<file path="config.mk">
export PLATFORM = sky130hd
export DESIGN_NAME = sap1_control_unit_flat
export DESIGN_NICKNAME = d
export VERILOG_FILES = /design/src/rtl/sap1_control_unit_pkg.sv /design/src/rtl/sap1_control_unit_if.sv /design/src/rtl/sap1_control_unit_ring_counter.sv /design/src/rtl/sap1_control_unit.sv /design/src/flat_wrapper.sv
export SDC_FILE = /design/constraint.sdc
export NUM_CORES = 1
export LEC_CHECK = 0
export ABC_AREA = 1
export CELL_PAD_IN_SITES_DETAIL_PLACEMENT = 0
export CELL_PAD_IN_SITES_GLOBAL_PLACEMENT = 2
export CORE_MARGIN = 4
export CORE_UTILIZATION = 25
export CTS_BUF_LIST = sky130_fd_sc_hd__clkbuf_16
export CTS_CLUSTER_DIAMETER = 150
export CTS_CLUSTER_SIZE = 40
export DETAILED_ROUTE_END_ITERATION = 10
export DONT_BUFFER_PORTS = 1
export PLACE_DENSITY_LB_ADDON = 0.1
export SLEW_MARGIN = 20
export SYNTH_ARGS = -nofsm -noshare
export SYNTH_HDL_FRONTEND = slang
export SYNTH_SLANG_ARGS = --single-unit
export TNS_END_PERCENT = 1
</file>
<file path="constraint.sdc">
create_clock -name clk -period 1.1 [get_ports clk]
set_input_delay 0.22 -clock clk [delete_from_list [all_inputs] [get_ports clk]]
set_output_delay 0.22 -clock clk [all_outputs]
set_load 0.01 [all_outputs]
</file>
<file path="src/rtl/sap1_control_unit_pkg.sv">
// sap1_pkg: opcodes, ALU selects, sequencer states and control word shared across the SAP-1 design
package sap1_pkg;

    localparam logic [3:0] OP_LDA = 4'b0000;
    localparam logic [3:0] OP_ADD = 4'b0001;
    localparam logic [3:0] OP_SUB = 4'b0010;
    localparam logic [3:0] OP_AND = 4'b0011;
    localparam logic [3:0] OP_OR  = 4'b0100;
    localparam logic [3:0] OP_XOR = 4'b0101;
    localparam logic [3:0] OP_OUT = 4'b1110;
    localparam logic [3:0] OP_HLT = 4'b1111;

    localparam logic [2:0] ALU_ADD  = 3'b000;
    localparam logic [2:0] ALU_SUB  = 3'b001;
    localparam logic [2:0] ALU_AND  = 3'b010;
    localparam logic [2:0] ALU_OR   = 3'b011;
    localparam logic [2:0] ALU_XOR  = 3'b100;
    localparam logic [2:0] ALU_PASS = 3'b111;

    typedef enum logic [2:0] {S_T1, S_T2, S_T3, S_T4, S_T5, S_T6, S_HALT} state_t;

    typedef struct packed {
        logic       pc_inc;
        logic       pc_out;
        logic       mar_load;
        logic       mem_rd;
        logic       ir_load;
        logic       ir_out;
        logic       a_load;
        logic       a_out;
        logic       b_load;
        logic       alu_out;
        logic [2:0] alu_op;
        logic       out_load;
    } ctrl_t;

    // Maps an ALU-class opcode to the ALU select; anything else passes A through
    function automatic logic [2:0] alu_sel(input logic [3:0] op);
        return op == OP_ADD ? ALU_ADD :
               op == OP_SUB ? ALU_SUB :
               op == OP_AND ? ALU_AND :
               op == OP_OR  ? ALU_OR  :
               op == OP_XOR ? ALU_XOR : ALU_PASS;
    endfunction

endpackage

</file>
<file path="src/rtl/sap1_control_unit_if.sv">
// sap1_control_unit_if: run/opcode inputs and datapath control lines of the sequencer
interface sap1_control_unit_if;
    logic       run;
    logic [3:0] ir_opcode;
    logic       pc_inc;
    logic       pc_out;
    logic       mar_load;
    logic       mem_rd;
    logic       ir_load;
    logic       ir_out;
    logic       a_load;
    logic       a_out;
    logic       b_load;
    logic       alu_out;
    logic [2:0] alu_op;
    logic       out_load;
    logic       halted;
    logic [5:0] t_state;

    modport master (
        input  run, ir_opcode,
        output pc_inc, pc_out, mar_load, mem_rd, ir_load, ir_out, a_load, a_out,
               b_load, alu_out, alu_op, out_load, halted, t_state
    );

    modport slave (
        output run, ir_opcode,
        input  pc_inc, pc_out, mar_load, mem_rd, ir_load, ir_out, a_load, a_out,
               b_load, alu_out, alu_op, out_load, halted, t_state
    );
endinterface

</file>
<file path="src/rtl/sap1_control_unit_ring_counter.sv">
// sap1_ring_counter: six-phase T1-T6 sequencer with run hold and absorbing HALT
module sap1_ring_counter
    import sap1_pkg::*;
(
    input  logic       clk,
    input  logic       rst_n,
    input  logic       run,
    input  logic       hlt,
    output state_t     state,
    output logic [5:0] t_state
);

    // Advance one phase per enabled cycle; HLT leaves T4 for HALT, which only reset exits
    always_ff @(posedge clk or negedge rst_n) begin
        if (!rst_n) begin
            state   <= S_T1;
            t_state <= 6'b000001;
        end else if (run) begin
            case (state)
                S_T1: begin state <= S_T2; t_state <= 6'b000010; end
                S_T2: begin state <= S_T3; t_state <= 6'b000100; end
                S_T3: begin state <= S_T4; t_state <= 6'b001000; end
                S_T4: begin
                    state   <= hlt ? S_HALT : S_T5;
                    t_state <= hlt ? 6'b000000 : 6'b010000;
                end
                S_T5: begin state <= S_T6; t_state <= 6'b100000; end
                S_T6: begin state <= S_T1; t_state <= 6'b000001; end
                default: begin state <= S_HALT; t_state <= 6'b000000; end
            endcase
        end
    end

endmodule

</file>
<file path="src/rtl/sap1_control_unit.sv">
// sap1_control_unit: decodes sequencer phase and IR opcode into SAP-1 datapath controls
module sap1_control_unit
    import sap1_pkg::*;
(
    input  logic                clk,
    input  logic                rst_n,
    sap1_control_unit_if.master bus
);

    state_t state;
    ctrl_t  c;
    logic   is_lda, is_alu, is_out;

    assign is_lda = bus.ir_opcode == OP_LDA;
    assign is_alu = bus.ir_opcode >= OP_ADD && bus.ir_opcode <= OP_XOR;
    assign is_out = bus.ir_opcode == OP_OUT;

    sap1_ring_counter u_ring (
        .clk     (clk),
        .rst_n   (rst_n),
        .run     (bus.run),
        .hlt     (bus.ir_opcode == OP_HLT),
        .state   (state),
        .t_state (bus.t_state)
    );

    // Control word per phase; opcode only consulted in T4-T6, everything quiet when stopped or in reset
    always_comb begin
        c        = '0;
        c.alu_op = ALU_PASS;
        if (bus.run && rst_n) begin
            case (state)
                S_T1: begin c.pc_out = 1'b1; c.mar_load = 1'b1; end
                S_T2: c.pc_inc = 1'b1;
                S_T3: begin c.mem_rd = 1'b1; c.ir_load = 1'b1; end
                S_T4: begin
                    c.ir_out   = is_lda | is_alu;
                    c.mar_load = is_lda | is_alu;
                    c.a_out    = is_out;
                    c.out_load = is_out;
                end
                S_T5: begin
                    c.mem_rd = is_lda | is_alu;
                    c.a_load = is_lda;
                    c.b_load = is_alu;
                end
                S_T6: begin
                    c.alu_out = is_alu;
                    c.a_load  = is_alu;
                    c.alu_op  = is_alu ? alu_sel(bus.ir_opcode) : ALU_PASS;
                end
                default: ;
            endcase
        end
    end

    assign bus.pc_inc   = c.pc_inc;
    assign bus.pc_out   = c.pc_out;
    assign bus.mar_load = c.mar_load;
    assign bus.mem_rd   = c.mem_rd;
    assign bus.ir_load  = c.ir_load;
    assign bus.ir_out   = c.ir_out;
    assign bus.a_load   = c.a_load;
    assign bus.a_out    = c.a_out;
    assign bus.b_load   = c.b_load;
    assign bus.alu_out  = c.alu_out;
    assign bus.alu_op   = c.alu_op;
    assign bus.out_load = c.out_load;
    assign bus.halted   = state == S_HALT;

endmodule

</file>
<file path="src/flat_wrapper.sv">
// flat-port wrapper written by rule: the top's interface ports become plain ports
module sap1_control_unit_flat import sap1_pkg::*;
  (clk, rst_n, bus_run, bus_ir_opcode, bus_pc_inc, bus_pc_out, bus_mar_load, bus_mem_rd, bus_ir_load, bus_ir_out, bus_a_load, bus_a_out, bus_b_load, bus_alu_out, bus_alu_op, bus_out_load, bus_halted, bus_t_state);
  sap1_control_unit_if bus_i ();
  input  logic clk;
  input  logic rst_n;
  input wire logic [$bits(bus_i.run)-1:0] bus_run;
  input wire logic [$bits(bus_i.ir_opcode)-1:0] bus_ir_opcode;
  output wire logic [$bits(bus_i.pc_inc)-1:0] bus_pc_inc;
  output wire logic [$bits(bus_i.pc_out)-1:0] bus_pc_out;
  output wire logic [$bits(bus_i.mar_load)-1:0] bus_mar_load;
  output wire logic [$bits(bus_i.mem_rd)-1:0] bus_mem_rd;
  output wire logic [$bits(bus_i.ir_load)-1:0] bus_ir_load;
  output wire logic [$bits(bus_i.ir_out)-1:0] bus_ir_out;
  output wire logic [$bits(bus_i.a_load)-1:0] bus_a_load;
  output wire logic [$bits(bus_i.a_out)-1:0] bus_a_out;
  output wire logic [$bits(bus_i.b_load)-1:0] bus_b_load;
  output wire logic [$bits(bus_i.alu_out)-1:0] bus_alu_out;
  output wire logic [$bits(bus_i.alu_op)-1:0] bus_alu_op;
  output wire logic [$bits(bus_i.out_load)-1:0] bus_out_load;
  output wire logic [$bits(bus_i.halted)-1:0] bus_halted;
  output wire logic [$bits(bus_i.t_state)-1:0] bus_t_state;
  assign bus_i.run = bus_run;
  assign bus_i.ir_opcode = bus_ir_opcode;
  assign bus_pc_inc = bus_i.pc_inc;
  assign bus_pc_out = bus_i.pc_out;
  assign bus_mar_load = bus_i.mar_load;
  assign bus_mem_rd = bus_i.mem_rd;
  assign bus_ir_load = bus_i.ir_load;
  assign bus_ir_out = bus_i.ir_out;
  assign bus_a_load = bus_i.a_load;
  assign bus_a_out = bus_i.a_out;
  assign bus_b_load = bus_i.b_load;
  assign bus_alu_out = bus_i.alu_out;
  assign bus_alu_op = bus_i.alu_op;
  assign bus_out_load = bus_i.out_load;
  assign bus_halted = bus_i.halted;
  assign bus_t_state = bus_i.t_state;
  sap1_control_unit u_core (.clk(clk), .rst_n(rst_n), .bus(bus_i));
endmodule
</file>
# After elaboration in Yosys (flattened, before gate mapping)

Index checks and enable logic that the tools add are counted.

Register bits after elaboration: 9
Output and inout bits: 21

Eq/ne operators: 13
Bitwise operators: 1
Multiplexer cells: 21
Reductions and logical operators: 4
Magnitude comparators: 2

Operators with widths:

| operator                                                       | number |
|---|---|
| case mux 6 bit (6 select lines)                                | 1 |
| case mux 3 bit (6 select lines)                                | 1 |
| two-way mux 3 bit                                              | 5 |
| two-way mux 14 bit                                             | 1 |
| == test 3 bit, second input constant                           | 3 |
| == test 4 x 2 -> 1 bit, second input constant                  | 2 |
| == test 4 x 3 -> 1 bit, second input constant                  | 2 |
| == test 4 bit, second input constant                           | 2 |
| == test 3 x 2 -> 1 bit, second input constant                  | 2 |
| two-way mux 1 bit                                              | 6 |
| case mux 1 bit (2 select lines)                                | 3 |
| two-way mux 5 bit                                              | 1 |
| == test 4 x 1 -> 1 bit, second input constant                  | 1 |
| >= comparator 4 x 1 -> 1 bit, second input constant            | 1 |
| less-or-equal comparator 4 x 3 -> 1 bit, second input constant | 1 |
| logical NOT 4 bit                                              | 1 |
| two-way mux 2 bit                                              | 2 |
| two-way mux 4 bit                                              | 1 |
| == test 3 x 1 -> 1 bit, second input constant                  | 1 |
| logical NOT 3 bit                                              | 1 |
| logical AND 1 bit                                              | 2 |
| bitwise OR 1 bit                                               | 1 |

# Depth between registers and ports, before layout

Gate-level depths: netlist (run 1).

Word-level depth: 9
Mapped depth: 5
Gate-level depth less buffers: 5

# Cells and area by module

Synthesis (run 1) repeated with hierarchy kept, for this count alone.

Cell total of the unflattened synthesis: 90
Area, all modules: 600.6 um2

By module, submodules not included:

| module            | cells an instance | sequential area each (um2) | times used | area each (um2) |
|---|---|---|---|---|
| sap1_ring_counter | 45                | 226.5                      | 1          | 381.6 |
| sap1_control_unit | 45                | 0.0                        | 1          | 219.0 |

# Worst setup path before layout (run 1)

Ideal clock, no wire load.

Kind: reg-to-output
Start point: reg u_core.u_ring.state[1]
End point: out bus_out_load
Data required time: 880 ps
Buffers on the path: 1
Arrival time: 1038 ps
Setup slack: -158 ps
Cell stages (with the launch flop): 6
Path through: dfrtp_1 -> nand2_1 -> nor2_1 -> nand2_1 -> nor2_1 -> buf_4

Word-level cells in the longest chain between the ends: 3

RTL lines:

| item                   | RTL line                             | RTL |
|---|---|---|
| from (decl)            | sap1_control_unit_ring_counter.sv:9  | `output state_t state,` |
| from (signal assigned) | sap1_control_unit_ring_counter.sv:24 | `state <= hlt ? S_HALT : S_T5;` |
| == test 3 x 2 -> 1 bit | sap1_control_unit.sv:32              | `case (state)` |
| two-way mux 1 bit      | sap1_control_unit.sv:32              |  |
| two-way mux 14 bit     | sap1_control_unit.sv:31              | `if (bus.run && rst_n) begin` |
| to (decl)              | flat_wrapper.sv:20                   | `output wire logic [$bits(bus_i.out_load)-1:0] bus_out_load;` |

Every way passes these cells.

==> results of run 1 <==
[per-stage QoR]
stage	TNS, ps	worst slack, ps
floorplan	-364	-94.9
CTS	-4480	-352
global placement	-1210	-134
detailed placement	-1320	-197
global route	-5700	-422
finish	-4460	-362
[worst min path at each step]
stage | startpoint | end | slack (ps)
final | bus_run | u_core.u_ring.t_state[5] | 110
after CTS | bus_run | u_core.u_ring.t_state[5] | 110
after global placement | rst_n | u_core.u_ring.t_state[5] | -80
after floorplan | rst_n | async pin | -80
after global routing | bus_run | u_core.u_ring.t_state[5] | 130
after detailed placement | rst_n | u_core.u_ring.t_state[5] | -80
[metal layers]
layer	up-vias	wire length, µm
li1	315	-
met2	16	849
met1	294	730
met3	2	100
met5	-	0
met4	0	20
[logic make-up (layout without fill, tap and decap cells)]
kind of cell | count (synthesis) | in the layout
compound gates | 11 | 11
buf+inv | 14 | 37
flops | 9 | 9
simple gates | 50 | 50
[critical path, delay by kind of cell (launching register included)]
family	cells	cell delay (ps)
AOI/OAI and AO/OA	1	150
DFF	1	460
and+or+nand+nor	1	140
buffers and inverters	2	250
[timing repair]
action | in CTS | in global routing
hold buffers | 1 | 0
endpoints found under the setup margin | 17 | 20
pin swaps | 3 | 3
endpoints found under the hold margin | 9 | 0
buffers inserted | 4 | 2
gates resized for setup | 17 | 10
[power by group through the flow]
stage                     sequential, mW  combinational, mW  clock, mW
after floorplan                    0.629              0.340          0
after global placement             0.648              0.691          0
after detailed placement           0.646              0.678          0
after CTS                          0.671              0.880      0.641
after global routing               0.711               1.08      0.662
final                              0.683              0.980      0.625
[Yosys cell counts, drive strengths merged]
| library cell | instances | area (µm²) |
|---|---|---|
| o31ai | 1 | 7.51 |
| o22ai | 1 | 6.26 |
| nor4 | 1 | 6.26 |
| nor3 | 3 | 20.0 |
| dfrtp | 8 | 200 |
| nand3 | 7 | 35.0 |
| inv | 11 | 41.3 |
| nand4 | 1 | 6.26 |
| o21ai | 6 | 30.0 |
| nor2 | 15 | 58.8 |
| a21oi | 3 | 15.0 |
| buf | 1 | 7.51 |
| dfstp | 1 | 26.3 |
| clkinv | 2 | 8.75 |
| nand2 | 23 | 88.8 |
[final cells by class]
type,count,area (µm²)
inverters,13,51.3
flip-flops and latches,9,229
fillers,230,1140
clock buffers,3,75.1
multi-input cells,61,350
well taps,27,33.8
repair buffers,20,156
clock inverters,1,3.75
==> reports/metrics.yaml, run 1 <==
status:
  status: "finished with violations"
  violations: "setup timing"
logic_synthesis:
  syn_nets: 91
  synth.avg_cell_area_um2: 6.64
  synth-compound-area-share: 0.105
  synthCells: 84
  synth-xor-area-share: 0
  yosys.area_share.simple: 0.386
  synth_top_family_by_area: "simple AND/OR/NAND/NOR gates"
  synthMuxAreaShare: 0
  synth_seq_cells: 9
  yosys.cell_types.count: 21
  synth_fa_ha_area_frac: 0
  seq_area_frac_synth: 0.406
  synthesis.area_um2: 558
  ys_warn_count: 0
worst_setup_path:
  end_kind: "output port"
  crit_chain: "inv_1, nand3_1, o21ai_1, buf_4"
  r2r_slack_ps: -110
  r2r-end: "u_core.u_ring.t_state[5]"
  cp-endpoint: "bus_mem_rd"
  worstRegToRegCells: 7
  start_kind: "flip-flop"
  worstPathRequired_ps: 880
  path_class: "flip-flop to output port"
  crit_path_top_delay_cell: "dfrtp_2"
  cpPeakStageDelay_ps: 460
  cp_data_arrival_time_ps: 1240
  crit_path_max_fanout: 6
route:
  drc: 0
  vias: 627
  drtIter0Drc: 5
  antenna_left: 0
  wl_um: 1700
  viasPerCell: 4.68
  detail_route.first_pass.iterations: 4
  wl_per_cell_um: 12.7
timing:
  finalCritPeriodShare: 1.33
  slew_viol_final: 0
  relSlewSlack: 0.712
  period_minus_slack_ps: 1460
  worst_slew_pin_slew_ps: 431
  hold-worst-slack_ps: 106
  max_freq_mhz: 684
  rsz0062_at_grt: "true"
  setup_violations: 17
  finalWorstSetupSlack_ps: -362
  hold_viol_final: 0
  clock_skew_ps: 1.71
power_and_ir_drop:
  powerDensity_mw_per_mm2: 2540
  p_leak_nw: 0.435
  p_clk_frac: 0.273
  total_power_mw: 2.29
  peakVddDrop_mv: 1.49
  switching_share: 0.373
  internal-power_mw: 1.43
  combPwrFrac: 0.428
  seqPwrFrac: 0.299
  p_switching_uw: 853
global_routing:
  grt_first_pass_wirelength_um: 2930
  met1_usage: 0.136
  met3_usage: 0.0256
  grt_remaining_overflow: 0
  grt_start_max_net_pins: 10
  antenna_found_initial: 0
  met2_usage: 0.199
  first_global_vias: 641
  grt_busiest_layer: "met2"
  grt_use_total: 0.113
finish:
  final_util: 0.441
  drive_gt1_frac: 0.439
  antenna_cells: 0
  layout.nets: 115
  final_area_um2: 900
  final_cells: 134
  area_growth_pct: 61.2
  final_cell_mix: "nand2_1 (18), buf_4 (18), inv_1 (9), nor2_1 (8), dfrtp_1 (6)"
floorplanning:
  rows: 16
  dieArea_mm2: 0.00305
  die_y_um: 55.2
  io_pins: 28
  start_util: 0.273
  die_x_um: 55.2
  core_mm2: 0.00204
clocking:
  htreeDepth: 1
  clockRootBuffer: "clkbuf_16"
  path_clk_slew_ps: 40
  clock_path_buffers: 2
  clk_latency_ps: 230
  cts_sinks: 9
  cts_tree: "done"
  cts_made_buffers: 3
placement:
  placed_area_um2: 684
  numPortBuffers: 0
  place_inst: 123
  gp_congestion: 0.753
  dpl.hpwl_um: 1270
hold_path:
  whs_path_depth: 2
  min_path_type: "primary input to flip-flop"
flow_run:
  drv_cap: 0
No activity file was read; power rests on OpenSTA's default activity.
==> run 2: changes to the inputs <==
==> constraint.sdc (replaced) <==
create_clock -name clk -period 1.1 [get_ports clk]
set_input_delay 0.055 -clock clk [delete_from_list [all_inputs] [get_ports clk]]
set_output_delay 0.055 -clock clk [all_outputs]
set_load 0.01 [all_outputs]
==> run 2 against run 1 <==
  * The flow still finishes with violations (setup timing)
  * Routed wire length shrank 0.65%
  * Die area is the same
  * Utilization shrank 3.3 points
  * Flip-flop and latch count is the same
  * Sequential share of layout area grew 2.1 points
  * Setup slack gained 190 ps
  * Final cell count shrank 4.5%
  * Register-to-register slack gained 120 ps
  * First-iteration DRC count shrank 20%
  * Combinational power shrank 19%
  * Highest routed layer unchanged
==> reports/metrics.yaml, run 2 (synthesis gave the netlist of run 1 again) <==
status:
  status: "finished with violations"
  violations: "setup timing"
worst_setup_path:
  cp-endpoint: "bus_a_load"
  cp_data_arrival_time_ps: 1210  # -30 ps
  worstPathRequired_ps: 1040  # +160 ps
  crit_family: "flip-flops"
  cpPeakStageDelay_ps: 400  # -60 ps
  path_common_cell: "nand2_2"
  path_buf_inv: 2  # unchanged
  crit_path_top_delay_cell: "dfrtp_1"
  end_kind: "output port"
  worstRegToRegCells: 6  # -1
  crit_chain: "inv_2, nand2_2, nor2_4, buf_4, nand3_1, nand2_2"
  path_class: "flip-flop to output port"
  r2r-end: "u_core.u_ring.t_state[5]"
  crit_cells: 6  # +2
  r2r_slack_ps: 10  # +120 ps
  crit_path_max_fanout: 4  # -2
  cp-startpoint: "u_core.u_ring.state[1]"
  start_kind: "flip-flop"
route:
  wl_um: 1690  # -0.65%
  viasPerCell: 4.70  # +0.51%
  vias: 602  # -4.0%
  wl_per_cell_um: 13.2  # +4.0%
  drtIter0Drc: 4  # -1
  antenna_left: 0  # unchanged
  drc: 0  # unchanged
  detail_route.first_pass.iterations: 4  # unchanged
finish:
  layout.nets: 109  # -5.2%
  n_fill_cell: 248  # +7.8%
  final_area_um2: 832  # -7.5%
  drive_gt1_frac: 0.356  # -0.0828
  final_common_cell: "nand2_1"
  final_cell_mix: "nand2_1 (18), buf_4 (11), nor2_1 (10), inv_1 (8)"
  antenna_cells: 0  # unchanged
  area_growth_pct: 49.1
clocking:
  clock_path_buffers: 2  # unchanged
  cts_made_buffers: 3  # unchanged
  clk_latency_ps: 230  # about the same
  cts_tree: "done"
  path_clk_slew_ps: 40  # about the same
  htreeDepth: 1  # unchanged
  clockRootBuffer: "clkbuf_16"
  cts_sinks: 9  # unchanged
floorplanning:
  die_y_um: 55.2  # unchanged
  core_mm2: 0.00204  # unchanged
  dieArea_mm2: 0.00305  # unchanged
  start_util: 0.273  # unchanged
  die_x_um: 55.2  # unchanged
  io_pins: 28  # unchanged
  rows: 16  # unchanged
timing:
  setup_violations: 13  # -4
  rsz0062_at_grt: "true"
  slew_viol_final: 0  # unchanged
  max_freq_mhz: 789  # +15%
  finalWorstSetupSlack_ps: -167  # +194 ps
  period_minus_slack_ps: 1270  # -194 ps
  clock_skew_ps: 0.468  # -1.24 ps
  relSlewSlack: 0.705  # -0.00686
  hold_viol_final: 0  # unchanged
  worst_slew_pin_slew_ps: 441  # +10.3 ps
  finalCritPeriodShare: 1.15  # -0.177
placement:
  dpl.hpwl_um: 1330  # +5.1%
  place_ws_ps: 20.5  # +217 ps
  placed_area_um2: 659  # -3.7%
  gp_congestion: 0.759  # +0.74%
  numPortBuffers: 0  # unchanged
global_routing:
  first_global_vias: 622  # -3.0%
  grt_first_pass_wirelength_um: 2970  # +1.2%
  grt_use_total: 0.117  # +0.00387
  grt_start_max_net_pins: 10  # unchanged
  grt_remaining_overflow: 0  # unchanged
  antenna_found_initial: 0  # unchanged
power_and_ir_drop:
  peakVddDrop_mv: 2.08  # +39%
  powerDensity_mw_per_mm2: 2520  # -0.71%
  p_leak_nw: 0.402  # -7.6%
  total_power_mw: 2.10  # -8.2%
hold_path:
  hp-start: "bus_run"
  min_path_type: "primary input to flip-flop"
flow_run:
  drv_cap: 0  # unchanged
[run 2: how the worst min path moves through the flow]
stage                               end  slack (ps)  depth (start not counted)
2_1_floorplan                 async pin        -240                          0
3_3_place_gp   u_core.u_ring.t_state[3]        -240                          0
3_5_place_dp   u_core.u_ring.t_state[1]        -240                          0
4_1_cts        u_core.u_ring.t_state[2]          60                          2
5_1_grt        u_core.u_ring.t_state[2]         100                          2
6_report       u_core.u_ring.t_state[2]          60                          2
[run 2: worst reg2reg max path: stages, from the launching register on]
cell and delay, ps:
dfrtp_2 450, nand2_2 120, nor2_4 50, buf_4 130, buf_4 120, nand2_1 50, nand2_1 50
[run 2: metal layers]
layer | up-vias | track usage | share of wire
met3 | 2 | 0.0326 | 0.062
met5 | - | 0 | 0
met4 | 0 | 0.0521 | 0.011
met2 | 15 | 0.203 | 0.52
met1 | 282 | 0.132 | 0.40
li1 | 303 | - | -
[run 2: power breakdown]
group | switching, mW | internal (mW)
sequential | 0.204 | 0.481
combinational | 0.443 | 0.347
clock | 0.150 | 0.474
[run 2: stage by stage]
step / utilization / cells / hold WS (ps) / TNS (ps)
floorplan: - / 84 / -241 / 0
global placement: 0.323 / 120 / -240 / -112
detailed placement: 0.323 / 120 / -240 / 0
CTS: 0.394 / 127 / 55.7 / -1620
global route: 0.407 / 128 / 95.2 / -2740
finish: 0.407 / 128 / 56.3 / -1630
[run 2: area by class of cell]
class	instances	area [µm²]	share of cell area
Sequential cell	9	229	0.275
Clock inverter	1	3.75	0.00451
Timing Repair Buffer	14	114	0.137
Clock buffer	3	75.1	0.0902
Tap cell	27	33.8	0.0406
Inverter	13	50.0	0.0602
Multi-Input combinational cell	61	327	0.392
[run 2: timing repair]
item                                   in CTS  in global routing
resized for setup                          16                  6
setup buffers                               1                  1
endpoints found under the hold margin      11                  0
pin swaps                                   2                  2
hold buffers                                2                  0
setup endpoints to repair                  15                 15
